[src/rtl/lcd_pkg.sv]
// lcd_pkg: shared definitions for the character-LCD timing engine.
//   - lcd_state_e : engine FSM states
//   - init byte constants and init count for the optional power-up sequence
//   - HD44780 clear/home command codes and is_long_cmd() classifier
//   - max_u() helper used to size the shared phase counter
package lcd_pkg;

  typedef enum logic [2:0] {
    StPwrup,
    StInitLoad,
    StSetup,
    StEnHi,
    StHold,
    StWait,
    StIdle
  } lcd_state_e;

  // HD44780 command codes; 0x03 also decodes as "home" since DB0 is don't-care.
  localparam logic [7:0] CmdClr  = 8'h01;
  localparam logic [7:0] CmdHome = 8'h02;

  localparam int unsigned InitCount   = 4;
  localparam logic [7:0]  InitFuncSet = 8'h38;  // 8-bit bus, 2 lines, 5x8 font
  localparam logic [7:0]  InitDispOn  = 8'h0C;  // display on, cursor off
  localparam logic [7:0]  InitClear   = CmdClr;
  localparam logic [7:0]  InitEntry   = 8'h06;  // increment, no shift

  function automatic logic [7:0] init_byte(input logic [1:0] idx);
    logic [7:0] b;
    unique case (idx)
      2'd0: b = InitFuncSet;
      2'd1: b = InitDispOn;
      2'd2: b = InitClear;
      2'd3: b = InitEntry;
      default: b = InitEntry;
    endcase
    return b;
  endfunction

  // Clear and home need the long execution wait; everything else, including 0x00, is short.
  function automatic logic is_long_cmd(input logic rs, input logic [7:0] data);
    return !rs && ((data == CmdClr) || (data == CmdHome) || (data == 8'h03));
  endfunction

  function automatic int unsigned max_u(input int unsigned a, input int unsigned b);
    return (a > b) ? a : b;
  endfunction

endpackage

[src/rtl/lcd_timer.sv]
// lcd_timer: loadable down-counter shared by every phase of the LCD engine.
//   i_clk   : clock
//   i_rst   : asynchronous active-low reset, counter returns to RST_VALUE
//   i_load  : load i_value this cycle (takes priority over counting)
//   i_value : value to load; a phase of N cycles is loaded with N-1
//   o_done  : counter has reached zero
module lcd_timer #(
  parameter int unsigned      WIDTH     = 8,
  parameter logic [WIDTH-1:0] RST_VALUE = '0
) (
  input  logic             i_clk,
  input  logic             i_rst,
  input  logic             i_load,
  input  logic [WIDTH-1:0] i_value,
  output logic             o_done
);

  logic [WIDTH-1:0] count_d, count_q;

  always_comb begin
    count_d = count_q;
    if (i_load) begin
      count_d = i_value;
    end else if (count_q != '0) begin
      count_d = count_q - 1'b1;
    end
  end

  always_ff @(posedge i_clk or negedge i_rst) begin
    if (!i_rst) begin
      count_q <= RST_VALUE;
    end else begin
      count_q <= count_d;
    end
  end

  assign o_done = (count_q == '0);

endmodule

[src/rtl/lcd_ctrl.sv]
// lcd_ctrl: HD44780-compatible character-LCD timing engine.
// Accepts byte writes over valid/ready and sequences setup, enable pulse, hold and
// execution wait on the LCD pins. Optional power-up init is enabled by defining LCD_INIT_EN.
//   i_clk, i_rst          : clock, asynchronous active-low reset
//   i_valid, i_rs, i_data : write request, register select, byte
//   o_ready               : idle, write accepted on i_valid && o_ready
//   o_init_done           : sticky once IDLE is first reached
//   o_lcd_data/rs/rw/en   : LCD bus (RW tied low, write-only)
//   o_lcd_on, o_lcd_blon  : LCD power and backlight
module lcd_ctrl
  import lcd_pkg::*;
#(
  parameter int unsigned CLK_HZ  = 50_000_000,
  parameter int unsigned T_PWRUP = 750_000,
  parameter int unsigned T_SETUP = 2,
  parameter int unsigned T_EN_HI = 12,
  parameter int unsigned T_HOLD  = 2,
  parameter int unsigned T_CMD   = 2_000,
  parameter int unsigned T_CLR   = 82_000
) (
  input  logic       i_clk,
  input  logic       i_rst,
  input  logic       i_valid,
  input  logic       i_rs,
  input  logic [7:0] i_data,
  output logic       o_ready,
  output logic       o_init_done,
  output logic [7:0] o_lcd_data,
  output logic       o_lcd_rs,
  output logic       o_lcd_rw,
  output logic       o_lcd_en,
  output logic       o_lcd_on,
  output logic       o_lcd_blon
);

  localparam int unsigned MaxT = max_u(max_u(max_u(T_PWRUP, T_SETUP), max_u(T_EN_HI, T_HOLD)),
                                       max_u(T_CMD, T_CLR));
  localparam int unsigned CW   = $clog2(MaxT + 1);

  // Phase lengths are loaded as N-1 so each phase lasts exactly N cycles.
  localparam logic [CW-1:0] LdPwrup = CW'(T_PWRUP - 1);
  localparam logic [CW-1:0] LdSetup = CW'(T_SETUP - 1);
  localparam logic [CW-1:0] LdEnHi  = CW'(T_EN_HI - 1);
  localparam logic [CW-1:0] LdHold  = CW'(T_HOLD - 1);
  localparam logic [CW-1:0] LdCmd   = CW'(T_CMD - 1);
  localparam logic [CW-1:0] LdClr   = CW'(T_CLR - 1);

  if (CLK_HZ < 1 || T_PWRUP < 1 || T_SETUP < 1 || T_EN_HI < 1 || T_HOLD < 1 ||
      T_CMD < 1 || T_CLR < 1) begin : g_bad_param
    $error("lcd_ctrl: every timing parameter must be at least 1");
  end

  lcd_state_e state_d, state_q;
  logic [7:0] data_d, data_q;
  logic       rs_d, rs_q;
  logic       init_done_d, init_done_q;
  logic       pwr_on_q;
  logic       tmr_load;
  logic [CW-1:0] tmr_value;
  logic       tmr_done;

`ifdef LCD_INIT_EN
  logic [2:0] idx_d, idx_q;
`endif

  lcd_timer #(
    .WIDTH     (CW),
    .RST_VALUE (LdPwrup)
  ) u_timer (
    .i_clk   (i_clk),
    .i_rst   (i_rst),
    .i_load  (tmr_load),
    .i_value (tmr_value),
    .o_done  (tmr_done)
  );

  always_comb begin
    state_d     = state_q;
    data_d      = data_q;
    rs_d        = rs_q;
    init_done_d = init_done_q;
    tmr_load    = 1'b0;
    tmr_value   = '0;
`ifdef LCD_INIT_EN
    idx_d       = idx_q;
`endif

    unique case (state_q)
      StPwrup: begin
        if (tmr_done) begin
`ifdef LCD_INIT_EN
          state_d = StInitLoad;
`else
          state_d = StIdle;
`endif
        end
      end
      StInitLoad: begin
`ifdef LCD_INIT_EN
        data_d = init_byte(idx_q[1:0]);
        rs_d   = 1'b0;
        idx_d  = idx_q + 3'd1;
`endif
        state_d   = StSetup;
        tmr_load  = 1'b1;
        tmr_value = LdSetup;
      end
      StIdle: begin
        if (i_valid) begin
          data_d    = i_data;
          rs_d      = i_rs;
          state_d   = StSetup;
          tmr_load  = 1'b1;
          tmr_value = LdSetup;
        end
      end
      StSetup: begin
        if (tmr_done) begin
          state_d   = StEnHi;
          tmr_load  = 1'b1;
          tmr_value = LdEnHi;
        end
      end
      StEnHi: begin
        if (tmr_done) begin
          state_d   = StHold;
          tmr_load  = 1'b1;
          tmr_value = LdHold;
        end
      end
      StHold: begin
        if (tmr_done) begin
          state_d   = StWait;
          tmr_load  = 1'b1;
          tmr_value = is_long_cmd(rs_q, data_q) ? LdClr : LdCmd;
        end
      end
      StWait: begin
        if (tmr_done) begin
`ifdef LCD_INIT_EN
          state_d = (idx_q < 3'(InitCount)) ? StInitLoad : StIdle;
`else
          state_d = StIdle;
`endif
        end
      end
      default: state_d = StPwrup;
    endcase

    // Sticky flag rises on the same edge IDLE is first entered.
    if (state_d == StIdle) begin
      init_done_d = 1'b1;
    end
  end

  always_ff @(posedge i_clk or negedge i_rst) begin
    if (!i_rst) begin
      state_q     <= StPwrup;
      data_q      <= 8'h00;
      rs_q        <= 1'b0;
      init_done_q <= 1'b0;
      pwr_on_q    <= 1'b0;
`ifdef LCD_INIT_EN
      idx_q       <= 3'd0;
`endif
    end else begin
      state_q     <= state_d;
      data_q      <= data_d;
      rs_q        <= rs_d;
      init_done_q <= init_done_d;
      pwr_on_q    <= 1'b1;
`ifdef LCD_INIT_EN
      idx_q       <= idx_d;
`endif
    end
  end

  // Outputs decode directly from registered state so reset clears E without a clock.
  assign o_ready     = (state_q == StIdle);
  assign o_lcd_en    = (state_q == StEnHi);
  assign o_init_done = init_done_q;
  assign o_lcd_data  = data_q;
  assign o_lcd_rs    = rs_q;
  assign o_lcd_rw    = 1'b0;
  assign o_lcd_on    = pwr_on_q;
  assign o_lcd_blon  = pwr_on_q;

endmodule

[config.mk]
export PLATFORM = sky130hd
export DESIGN_NAME = lcd_ctrl
export DESIGN_NICKNAME = d
export VERILOG_FILES = /design/src/rtl/lcd_pkg.sv /design/src/rtl/lcd_timer.sv /design/src/rtl/lcd_ctrl.sv
export SDC_FILE = /design/constraint.sdc
export NUM_CORES = 1
export LEC_CHECK = 0
export ABC_CLOCK_PERIOD_IN_PS = 2450
export CAP_MARGIN = 20
export CORE_ASPECT_RATIO = 1.2
export CORE_MARGIN = 3
export CORE_UTILIZATION = 45
export CTS_CLUSTER_DIAMETER = 200
export DETAILED_ROUTE_END_ITERATION = 10
export GPL_TIMING_DRIVEN = 0
export PLACE_DENSITY = 0.8
export SLEW_MARGIN = 20
export SYNTH_ARGS = -nofsm -noshare
export SYNTH_HDL_FRONTEND = slang
export SYNTH_SLANG_ARGS = --single-unit
[constraint.sdc]
create_clock -name i_clk -period 2.45 [get_ports i_clk]
set_input_delay 0.3675 -clock i_clk [delete_from_list [all_inputs] [get_ports i_clk]]
set_output_delay 0.3675 -clock i_clk [all_outputs]
set_load 0.05 [all_outputs]
* Yosys cells after proc, flatten, opt, wreduce, memory -nomap -nowiden
Cells that the tools add are included.
Word-level totals: output and inout port bits 15, flip-flop bits (word level) 34
Cells by class: add/sub/neg operators 1, eq/ne operators 10, multiplexer cells 17, reductions and logical operators 11
Operators by type and width (count):
- $pmux W17 S5 | 1
- $mux W20 | 2
- $mux W17 | 2
- $logic_not A20 Y1 | 1
- $reduce_bool A20 Y1 | 1
- $sub A20 B1 Y20 const B | 1
- $pmux W3 S6 | 1
- $eq A8 B2 Y1 const B | 2
- $mux W3 | 5
- $eq A3 B3 Y1 const B | 4
- $eq A8 B1 Y1 const B | 1
- $eq A3 B2 Y1 const B | 2
- $mux W1 | 4
- $mux W4 | 1
- $eq A3 B1 Y1 const B | 1
- $logic_not A3 Y1 | 1
- $pmux W1 S3 | 1
- $reduce_or A3 Y1 | 1
- $logic_or A1 B1 Y1 | 2
- $reduce_and A2 Y1 | 1
- $reduce_bool A2 Y1 | 1
- $reduce_or A2 Y1 | 1
- $logic_and A1 B1 Y1 | 1
- $logic_not A1 Y1 | 1

* Logic depth before layout (Yosys ltp)
Gate-level depths: netlist (run 1).
depth in word-level cells 8, depth in mapped cells 7, depth with buffers taken out 7

* Modules after synthesis
From an unflattened synthesis (run 1), not the netlist that was laid out.
Unflattened totals: cells, all modules 184, area total of the unflattened synthesis 1963.1 sq um
By module, submodules not included:
- lcd_timer | times used 1, area an instance 1218.7 sq um, seq. area each 516.7 sq um, cells each 123
- lcd_ctrl | times used 1, area an instance 744.5 sq um, seq. area each 350.3 sq um, cells each 61

* Worst setup path before layout (run 1)
No wires, ideal clock.
kind reg-to-reg, start point register state_q[1], end point register data_q[0] (netlist: o_lcd_data[0]), data arrival time 2.206 ns, setup time 0.125 ns, clock period less this slack 2.330 ns, path slack 0.120 ns, path buffers 1, cell stages (with the launch flop) 6, cells stage by stage dfrtp_1 clkbuf_1 inv_1 nor2_1 nand2_1 mux2_2
Between the ends: longest elaborated chain between the ends 2
RTL lines:
- from (decl) | RTL line lcd_ctrl.sv:53 | lcd_state_e state_d, state_q;
- from (signal assigned) | RTL line lcd_ctrl.sv:158 | state_q <= StPwrup;
- from (signal assigned) | RTL line lcd_ctrl.sv:167 | state_q <= state_d;
- $eq A3 B3 Y1
- named net o_ready | RTL line lcd_ctrl.sv:26 | output logic o_ready,
- $reduce_and A2 Y1 (no line)
- to (signal assigned) | RTL line lcd_ctrl.sv:168 | data_q <= data_d;
- to (decl) | RTL line lcd_ctrl.sv:54 | logic [7:0] data_d, data_q;
The timed path passes the listed nets, and every way through them passes these cells. A chain may end at the register's enable or synchronous reset.

* Worst setup path after layout (run 1)
start point register state_q[1], end point output port o_ready
Between the ends: longest elaborated chain between the ends 1
RTL lines:
- $eq A3 B3 Y1 | RTL line lcd_ctrl.sv:179 | assign o_ready = (state_q == StIdle);
- to (decl) | RTL line lcd_ctrl.sv:26
Every way passes these cells.

==> run_results.csv, run 1 <==
group,metric,value,unit
finish,finalNetCount,237,
global_route,overflow,0,
placed_design,gp_congestion,0.847,
status,status,"finished, final reports clean",
floorplanning,die_w,65.2,um
worst_setup_path,cp.required,2080,ps
timing,rsz0062_at_grt,"no",
timing,finalHoldViolations,0,
clock_tree,htreeDepth,2,
power_and_ir_drop,p_leak,0.899,nW
placed_design,dpl.hpwl,2920,um
yosys,synth_edf_count,0,
timing,final_max_slew_viol_count,0,
power_and_ir_drop,p_per_area,472,nW/um^2
worst_setup_path,critPathKind,"flip-flop to output pin",
global_route,grt_pass1_wl,6950,um
worst_setup_path,critPathLaunchType,"flip-flop",
yosys,ys_top_cells_by_area,"dfrtp_1 28%, dfstp_2 18%, mux2_2 5.4%, xnor2_1 4.6%, nor2_1 4.6%",
clock_tree,post_cts_buffers,0,
timing,period_share,93.2,%
drt,post-route-drc-count,0,
timing,worstMarginPinSlew,508,ps
flow_run,cap_violations,0,
finish,drive_gt1_share,19.2,%
timing,setup_viol,0,
clock_tree,cts_inserted_buffers,5,
drt,ant_nets,0,
timing,final.setup.tns,0,ps
finish,diodes,0,
global_route,grtUsageTotal,17.7,%
timing,fin_skew,4.56,ps
worst_setup_path,critPathCaptureType,"output pin",
clock_tree,clock_latency,290,ps
yosys,yosysWarnings,0,
yosys,ys_ff_latch,34,
placed_design,dp.cells,269,
yosys,syn-num-nets,203,
yosys,synth_top_cell_by_area,"dfrtp_1",
floorplanning,core,4000,um^2
finish,num-fill-cells,368,
worst_setup_path,cp.arrival,1920,ps
floorplanning,num_rows,25,
floorplanning,start_util,47.2,%
finish,area_growth,23.8,%
timing,fin_crit,2280,ps
clock_tree,clock-sinks,34,
drt,first_pass_iters,4,
hold_path,hp-class,"primary input to asynchronous set/reset pin",
clock_tree,clockBufferDepth,2,
yosys,synth_top_area_share,27.8,%
global_route,grt_pass1_vias,1595,
global_route,antenna_found_initial,0,
placed_design,port-buffer-count,25,
yosys,ys_async_sr_fraction,100,%
drt,via_per_inst,5.58,
timing,maxSlewHeadroom,66.1,%
global_route,grt_max_degree,27,
yosys,syn_avg_cell_area,10.0,um^2
finish,stdcell_count,278,
clock_tree,cts_root_buf,"clkbuf_8",
drt,vias,1552,
clock_tree,cts_tree,"yes",
drt,drt-initial-drc-count,55,
timing,fmax,438,MHz
floorplanning,chipHeight,77.0,um
clock_tree,path_clk_slew,70,ps
drt,wl_per_cell,14.4,um
yosys,syn_area,1890,um^2
yosys,synth_cells,189,
drt,drt_wl_total,4010,um
yosys,synthTopCellsByCount,"23 x nor2_1, 21 x dfrtp_1, 13 x dfstp_2, 13 x nor4_1",
yosys,synth_most_common_cell,"nor2_1",
yosys,yosysUniqueCellTypes,44,
yosys,synth.yosys.seq_area_share,45.9,%
worst_setup_path,crit_path_max_fanout,10,
floorplanning,num_io_pins,27,
floorplanning,dieArea,5020,um^2
power_and_ir_drop,ir_drop,0.000311,V
yosys,yosys_most_used_dff,"dfrtp_1",
placed cells by master, fill, tap and decap left out, types with 2 or more instances in the layout:
| cell type | count |
|---|---|
| dfrtp_1 | 21 |
| dlygate4sd2_1 | 2 |
| xnor2_1 | 10 |
| or4_1 | 2 |
| ha_1 | 2 |
| nand2b_1 | 3 |
| o21ai_0 | 7 |
| nor2_1 | 23 |
| o32a_1 | 2 |
| nor2b_1 | 2 |
| o211ai_1 | 4 |
| dfstp_2 | 13 |
| clkdlybuf4s50_1 | 22 |
| nand4_1 | 2 |
| nor4_1 | 13 |
| a21oi_1 | 7 |
| nor3_1 | 6 |
| inv_1 | 4 |
| nor3b_1 | 2 |
| o31ai_1 | 5 |
| clkbuf_1 | 6 |
| mux2_2 | 9 |
| conb_1 | 2 |
| buf_4 | 2 |
| nand2_1 | 10 |
| clkbuf_8 | 8 |
| buf_2 | 2 |
| or3_1 | 4 |
| o21a_1 | 2 |
| xor2_1 | 8 |
sequential cells by signal, indices dropped and copies added (netlist names):
| name | flops |
|---|---|
| u_timer.count_q | 20 |
| o_lcd_data | 8 |
| state_q | 3 |
| o_init_done | 1 |
| o_lcd_blon | 1 |
| o_lcd_rs | 1 |
through the flow:
step	util, %	worst slack, ps	area [um^2]	hold WS [ps]	power (mW)
3_5_place_dp	55.5	221	2220	247	0.624
6_report	58.5	167	2340	474	1.10
3_3_place_gp	55.2	208	2210	461	0.620
5_1_grt	58.5	16.6	2340	485	1.15
2_1_floorplan	-	120	1890	71.9	0.588
4_1_cts	58.5	180	2340	461	1.12
repair_timing:
item | in CTS | in global routing
hold endpoints to repair | 4 | 0
hold buffers | 1 | 0
gates resized for setup | 2 | 0
endpoints found under the setup margin | 2 | 0
cell type report:
cell class                 instances  area, um^2  share of cell area (%)
buffer                            10        53.8                    2.30
clock buffer                       8         110                    4.70
inverter                           4        15.0                   0.641
multi-input combinational        141         955                    40.8
sequential                        34         867                    37.0
tap                               54        67.6                    2.89
timing repair buffer              27         273                    11.7
critical path, stage by stage (launching register included):
cell           delay, ps
dfrtp_1              320
clkbuf_1             320
inv_1                180
nor2_1               230
dlygate4sd2_1        570
power by group:
part | total [mW] | internal [mW] | leakage (nW) | switching, mW
Sequential | 0.564 | 0.563 | 0.391 | 0.000414
Clock | 0.490 | 0.284 | 0.0575 | 0.206
Combinational | 0.0508 | 0.0244 | 0.450 | 0.0264
routing by layer:
layer	wire, um	share of wire [%]	vias up	track usage [%]
met5	0	0	-	0
met4	127	3.2	0	10.8
met3	194	4.8	15	4.98
met2	1870	47	52	26.2
met1	1820	45	731	22.6
li1	-	-	754	-
path summary, 6_finish.rpt:
| kind | startpoint | cells past startpoint | slack [ps] | end |
|---|---|---|---|---|
| worst min register to register | o_init_done | 2 | 490 | o_init_done |
| worst max-delay path | state_q[1] | 4 | 170 | o_ready |
| max in group asynchronous | i_rst | 3 | 1500 | u_timer.count_q[16] |
| worst min-delay path | i_rst | 2 | 470 | state_q[1] |
| min in group i_clk | o_init_done | 2 | 490 | o_init_done |
| worst max register to register | u_timer.count_q[9] | 6 | 280 | u_timer.count_q[1] |
cell families (layout without fill, tap and decap cells):
logic type	Yosys count	in the layout	synth area share (%)
and+or+nand+nor	76	76	22.8
DFF	34	34	45.9
AOI/OAI and AO/OA	33	33	11.8
xor gates and xnor gates	18	18	8.34
buffers and inverters	14	49	3.64
muxes	10	10	5.89
adders and majority gates	2	2	1.32
other	2	2	0.397
Note: power is estimated with default switching activity, not from simulation.
==> run 2: changes to the inputs <==
--- a/config.mk
+++ b/config.mk
@@ -5,6 +5,7 @@
 export SDC_FILE = /design/constraint.sdc
 export NUM_CORES = 1
 export LEC_CHECK = 0
+export ABC_AREA = 1
 export ABC_CLOCK_PERIOD_IN_PS = 2450
 export CAP_MARGIN = 20
 export CORE_ASPECT_RATIO = 1.2
@@ -13,8 +14,9 @@
 export CTS_CLUSTER_DIAMETER = 200
 export DETAILED_ROUTE_END_ITERATION = 10
 export GPL_TIMING_DRIVEN = 0
-export PLACE_DENSITY = 0.8
+export PLACE_DENSITY = 0.79
 export SLEW_MARGIN = 20
 export SYNTH_ARGS = -nofsm -noshare
 export SYNTH_HDL_FRONTEND = slang
+export SYNTH_HIERARCHICAL = 1
 export SYNTH_SLANG_ARGS = --single-unit
==> run 2 against run 1 <==
Net effect: synthesized cell count increased by 58%; total power increased by 68%; critical endpoint unchanged; register-to-register slack lost 20 ps; largest cell class unchanged; core utilization grew 1.4 points; hold slack worse by 53 ps; wire length grew 14%; cell area grew 13%; critical path type unchanged.
==> run_results.csv, run 2 <==
group,metric,value,unit
status,status,"finished, final reports clean",
timing,setup_ws,157,ps
global_route,antenna_found_initial,0,
timing,worstMarginPinSlew,510,ps
clock_tree,cts_tree,"yes",
yosys,ys_ff_latch,34,
placed_design,place_area,2510,um^2
worst_setup_path,critPathCaptureType,"output pin",
drt,vias,1963,
power_and_ir_drop,intPower,1.16,mW
floorplanning,num_io_pins,27,
finish,layout.cells.most_common,"nand2_1",
timing,maxSlewHeadroom,65.9,%
floorplanning,num_rows,26,
yosys,synth_top_area_share,24.6,%
worst_setup_path,crit_path_max_incr_delay,830,ps
worst_setup_path,critPathKind,"flip-flop to output pin",
yosys,yosysUniqueCellTypes,32,
clock_tree,clock_latency,290,ps
worst_setup_path,critPathLaunchType,"flip-flop",
drt,ant_nets,0,
clock_tree,cts_root_buf,"clkbuf_8",
finish,diodes,0,
drt,via_per_inst,4.90,
drt,post-route-drc-count,0,
clock_tree,htreeDepth,2,
yosys,synth_xor_area_share,2.05,%
yosys,synth-simple-area-share,44.1,%
finish,drive_gt1_share,17.7,%
worst_setup_path,cp.arrival,1930,ps
yosys,synthTopCellsByCount,"112 x nand2_1, 29 x nor2_1, 25 x inv_1",
finish,largest_reg_flops,20,
yosys,yosys_most_used_dff,"dfrtp_1",
placed_design,dp.cells,389,
timing,period_share,93.6,%
finish,regMostFlops,"u_timer/count_q",
timing,setup_viol,0,
power_and_ir_drop,power_frac_seq,44.4,%
power_and_ir_drop,p_sw_share,37.4,%
drt,wl_per_cell,11.4,um
clock_tree,cts_inserted_buffers,5,
global_route,grt_use_met1,21.9,%
yosys,syn_area,2140,um^2
drt,first_pass_iters,4,
yosys,synthMuxAreaShare,0,%
global_route,grt_pass1_vias,1780,
power_and_ir_drop,p_leak,1.29,nW
yosys,yosysWarnings,6,
yosys,synth_top_family_by_area,"simple AND/OR/NAND/NOR gates",
finish,finalNetCount,358,
yosys,synth_top_cell_by_area,"dfrtp_1",
floorplanning,dieArea,5620,um^2
yosys,synth.yosys.seq_area_share,40.5,%
timing,finalHoldViolations,0,
power_and_ir_drop,ir_drop,0.000372,V
finish,finalInstanceArea,2650,um^2
power_and_ir_drop,p_per_area,700,nW/um^2
yosys,synth_compound_area_share,3.74,%
power_and_ir_drop,p_sw,693,uW
finish,area_growth,23.8,%
worst_setup_path,timing.critical_path.slowest_stage_cell,"clkdlybuf4s50_1",
timing,final.setup.tns,0,ps
yosys,syn_avg_cell_area,7.16,um^2
timing,final_max_slew_viol_count,0,
yosys,synth-adder-area-share,1.17,%
timing,fmax,436,MHz
worst_setup_path,critical_path.cell_chain,"buf_6, inv_2, nand2_4, nor2_8, clkdlybuf4s50_1",
placed_design,gp_congestion,0.872,
flow_run,cap_violations,0,
drt,drt_wl_total,4570,um
placed_design,dpl_worst_slack,-230,ps
global_route,grtUsageTotal,18.4,%
yosys,synth_cells,299,
timing,fin_crit,2290,ps
yosys,ys_top_cells_by_area,"dfrtp_1 25%, nand2_1 20%, dfstp_2 16%, nand3_1 5.6%, nor2_1 5.1%",
global_route,overflow,0,
hold_path,hp-class,"primary input to flip-flop",
floorplanning,die_w,68.9,um
global_route,grt_max_degree,25,
finish,stdcell_count,401,
worst_setup_path,cp.required,2080,ps
floorplanning,chipHeight,81.5,um
global_route,grt_use_met2,31.4,%
clock_tree,clockBufferDepth,2,
global_route,grt_pass1_wl,7670,um
finish,num-fill-cells,431,
worst_setup_path,crit_path_max_fanout,10,
clock_tree,clock-sinks,34,
global_route,top_usage_layer,"met2",
power_and_ir_drop,p_comb_share,32.1,%
floorplanning,core,4420,um^2
power_and_ir_drop,p_clk_share,23.5,%
placed_design,dpl.hpwl,3480,um
yosys,ys_async_sr_fraction,100,%
yosys,synth_most_common_cell,"nand2_1",
yosys,synth_edf_count,0,
timing,fin_skew,8.60,ps
clock_tree,path_clk_slew,70,ps
placed_design,port-buffer-count,24,
global_route,met3_usage,4.92,%
drt,drt-initial-drc-count,120,
finish,layout_common_cells,"112 x nand2_1, 29 x nor2_1, 24 x inv_1",
timing,rsz0062_at_grt,"no",
floorplanning,start_util,48.4,%
==> run 2: cell count changes after synthesis, moves of 8 or more <==
cell     delta
inv_1      +21
mux2_2      -9
nand2_1   +102
nand3_1    +23
nand4_1    +11
nor4_1     -12
xnor2_1     -8
==> run 2: worst max-delay path: cells and delay by family, from the launching register on <==
kind / cells / cell delay [ps]
buf+inv: 3 / 1040
simple gates: 2 / 230
flops: 1 / 370
==> run 2: cell families after synthesis <==
group,Yosys count
buffers and inverters,38
adder cells (fa/ha/maj),2
XOR/XNOR,5
AO/OA/AOI/OAI,15
flip-flops,34
other,2
AND/OR/NAND/NOR,203
==> run 2: cell type report <==
cell class,count,area (um^2),share of cell area (%)
repair buffers,30,303,11.4
well taps,56,70.1,2.65
plain buffers,8,60.1,2.27
inverters,29,111,4.20
clock inverters,2,12.5,0.472
multi-input cells,236,1140,43.1
flip-flops and latches,34,867,32.7
clock buffers,6,82.6,3.12
==> run 2: what timing repair did <==
action | CTS | global route
hold buffers | 1 | 0
endpoints found under the hold margin | 6 | 0
pin swaps | 1 | 5
cloned | 0 | 0
resized for setup | 3 | 6
endpoints found under the setup margin | 20 | 20
setup buffers | 1 | 3
==> run 2: layer usage <==
| layer | up-vias | wire [um] |
|---|---|---|
| met5 | - | 0 |
| met2 | 52 | 2300 |
| li1 | 1024 | - |
| met4 | 0 | 35 |
| met3 | 4 | 189 |
| met1 | 883 | 2050 |
==> run 2: path summary, 6_finish.rpt <==
path	slack (ps)	cells past startpoint	startpoint	endpoint
max in group asynchronous	1460	3	i_rst	u_timer/count_q[0]
setup reg to reg	260	11	u_timer/count_q[0]	u_timer/count_q[6]
hold / removal	420	3	i_valid	o_lcd_data[2]
min in group asynchronous	490	2	i_rst	u_timer/count_q[9]
setup / recovery	160	5	state_q[0]	o_ready
hold reg to reg	470	2	o_init_done	o_init_done
==> run 2: power by group through the flow <==
stage | clock network [mW] | registers [mW] | logic (mW)
3_5_place_dp | 0 | 0.830 | 0.590
2_1_floorplan | 0 | 0.806 | 0.466
5_1_grt | 0.481 | 0.836 | 0.690
4_1_cts | 0.454 | 0.821 | 0.596
6_report | 0.435 | 0.822 | 0.595
3_3_place_gp | 0 | 0.825 | 0.565
==> run 2: per-stage QoR <==
| step | utilization [%] | total power [mW] | hold WS (ps) |
|---|---|---|---|
| finish | 59.9 | 1.85 | 421 |
| global route | 59.9 | 2.01 | 419 |
| CTS | 59.3 | 1.87 | 413 |
| detailed placement | 56.6 | 1.42 | 273 |
| global placement | 56.1 | 1.39 | 449 |
| floorplan | - | 1.27 | 71.9 |
==> run 3: changes to the inputs <==
--- a/config.mk
+++ b/config.mk
@@ -6,7 +6,7 @@
 export NUM_CORES = 1
 export LEC_CHECK = 0
 export ABC_AREA = 1
-export ABC_CLOCK_PERIOD_IN_PS = 2450
+export ABC_CLOCK_PERIOD_IN_PS = 2110
 export CAP_MARGIN = 20
 export CORE_ASPECT_RATIO = 1.2
 export CORE_MARGIN = 3
==> constraint.sdc (replaced) <==
create_clock -name i_clk -period 2.11 [get_ports i_clk]
set_input_delay 0.3165 -clock i_clk [delete_from_list [all_inputs] [get_ports i_clk]]
set_output_delay 0.3165 -clock i_clk [all_outputs]
set_load 0.05 [all_outputs]
==> run 3 against run 2 <==
Net effect: the flow now finishes with violations (negative setup slack); first-iteration DRC count decreased by 31%; count of clock-buffer cells in the layout down 1; clock skew down 4.9 ps; register-to-register slack lost 280 ps; wire length is 17% higher; cell area increased by 8.6%.
==> run_results.csv, run 3 (same netlist as run 2, synthesis figures left out) <==
group,metric,value,unit
status,status,"complete, but fails checks",
status,violations,"negative setup slack",
drt,post-route-drc-count,0,
timing,fin_crit,2130,ps
floorplanning,chipHeight,81.5,um
drt,drt-initial-drc-count,83,
finish,regMostFlops,"u_timer/count_q",
worst_setup_path,critPathKind,"flip-flop to flip-flop",
worst_setup_path,critPathLaunchType,"flip-flop",
global_route,grt_pass1_vias,1941,
placed_design,place_area,2510,um^2
floorplanning,core,4420,um^2
worst_setup_path,timing.critical_path.slowest_stage_cell,"dfstp_2",
floorplanning,die_w,68.9,um
finish,layout_common_cells,"103 x nand2_1, 27 x nor2_1, 23 x nand3_1",
global_route,grt_pass1_wl,8210,um
placed_design,dpl.hpwl,3500,um
drt,drt_wl_total,5340,um
timing,setup_ws,-24.7,ps
drt,via_per_inst,5.10,
timing,rsz0062_at_grt,"yes",
power_and_ir_drop,p_total,2.40,mW
global_route,grtUsageTotal,19.7,%
timing,fin_skew,3.70,ps
clock_tree,htreeDepth,2,
drt,vias,2103,
floorplanning,start_util,48.4,%
worst_setup_path,crit_path_max_fanout,7,
clock_tree,cts_tree,"yes",
clock_tree,cts_inserted_buffers,5,
worst_setup_path,reg2reg_depth,13,
finish,finalInstanceArea,2880,um^2
finish,area_growth,34.4,%
finish,final_util,65.0,%
worst_setup_path,critical_path.cell_chain,"nor2_4, inv_2, nor4_2, and3_4, nand3_2, nand4_1, clkbuf_8, inv_8, buf_12, nand2_8, clkinv_8, nand2_1, nand2_1",
power_and_ir_drop,ir_drop,0.000395,V
drt,ant_nets,0,
timing,setup_viol,2,
drt,wl_per_cell,13.0,um
placed_design,dpl_worst_slack,-405,ps
worst_setup_path,cp.required,2300,ps
power_and_ir_drop,p_per_area,833,nW/um^2
worst_setup_path,reg2reg_slack,-20,ps
finish,layout.cells.most_common,"nand2_1",
worst_setup_path,critPathCaptureType,"flip-flop",
flow_run,cap_violations,0,
worst_setup_path,crit_path_max_incr_delay,400,ps
clock_tree,clock_latency,290,ps
timing,final_max_slew_viol_count,0,
worst_setup_path,r2r-start,"u_timer/count_q[3]",
finish,diodes,0,
worst_setup_path,cp-endpoint,"u_timer/count_q[4]",
finish,largest_reg_flops,20,
global_route,overflow,0,
timing,period_share,101,%
clock_tree,clock-sinks,34,
clock_tree,path_clk_slew,70,ps
timing,fmax,468,MHz
worst_setup_path,crit_path_frequent_cell,"nand2_1",
floorplanning,num_io_pins,27,
finish,drive_gt1_share,25.8,%
timing,worstMarginPinSlew,515,ps
floorplanning,num_rows,26,
worst_setup_path,timing.rr.end,"u_timer/count_q[4]",
clock_tree,clockBufferDepth,2,
worst_setup_path,startpoint,"u_timer/count_q[3]",
hold_path,hp-class,"primary input to flip-flop",
timing,maxSlewHeadroom,65.6,%
placed_design,port-buffer-count,24,
floorplanning,dieArea,5620,um^2
clock_tree,cts_root_buf,"clkbuf_8",
worst_setup_path,crit_cells,13,
placed_design,gp_congestion,0.848,
worst_setup_path,cp_top_family,"simple AND/OR/NAND/NOR gates",
timing,finalHoldViolations,0,
power_and_ir_drop,p_leak,1.38,nW
worst_setup_path,cp.buffers_inverters,5,
global_route,antenna_found_initial,0,
drt,first_pass_iters,4,
worst_setup_path,cp.arrival,2320,ps
finish,finalNetCount,369,
global_route,grt_max_degree,25,
-- run 3: changes by cell type in the layout (fill, tap and decap cells not counted), moves of 3 or more --
| cell | previous run | this run |
|---|---|---|
| buf_4 | 7 | 14 |
| inv_1 | 24 | 21 |
| nand2_1 | 112 | 103 |
| nand2_2 | 4 | 12 |
| o21ai_2 | 0 | 4 |
-- run 3: area by class of cell --
class                   count  area, um^2
plain buffers               9        78.8
clock buffers               5        68.8
clock inverters             3        40.0
fillers                   375        1550
inverters                  29         131
multi-input cells         236        1220
flip-flops and latches     34         868
well taps                  56        70.1
repair buffers             39         384
repair inverters            1        11.3
-- run 3: metrics by stage --
| stage | cells | hold WS, ps | setup TNS (ps) |
|---|---|---|---|
| 4_1_cts | 405 | 365 | 0 |
| 3_5_place_dp | 389 | 224 | -6310 |
| 5_1_grt | 412 | 372 | -1830 |
| 3_3_place_gp | 388 | 449 | -5470 |
| 2_1_floorplan | 308 | 20.9 | 0 |
| 6_report | 412 | 369 | -49.3 |
-- run 3: worst reg2reg max path: stages, from the launching register on --
cell      delay (ps)
dfstp_2          400
nor2_4           150
inv_2             60
nor4_2           270
and3_4           260
nand3_2          120
nand4_1          130
clkbuf_8         170
inv_8             40
buf_12           120
nand2_8          120
clkinv_8          90
nand2_1           60
nand2_1           40
-- run 3: per-layer routing --
metal	track usage, %	share of wire [%]	wire, um
met1	21.1	39	2110
met2	37.2	53	2850
met3	4.51	5.1	273
met4	6.43	2.1	110
met5	0	0	0
-- run 3: timing repair --
action / in CTS / in global routing
pin swaps: 4 / 19
buffers inserted: 6 / 7
hold buffers: 1 / 0
hold endpoints to repair: 6 / 0
cloned: 1 / 0
resized for setup: 17 / 33
setup endpoints to repair: 22 / 20
-- run 3: power by group --
| group | switching [mW] | internal, mW |
|---|---|---|
| combinational | 0.490 | 0.337 |
| sequential | 0.145 | 0.829 |
| clock | 0.248 | 0.347 |
-- run 3: worst min-delay path by stage --
| stage | from | to | cells past startpoint |
|---|---|---|---|
| 6_report | i_valid | o_lcd_data[0] | 3 |
| 5_1_grt | i_valid | o_lcd_data[0] | 3 |
| 4_1_cts | i_valid | o_lcd_data[0] | 3 |
| 3_5_place_dp | i_rst | u_timer/count_q[9] | 1 |
| 3_3_place_gp | o_init_done | o_init_done | 2 |
| 2_1_floorplan | i_rst | o_init_done | 0 |
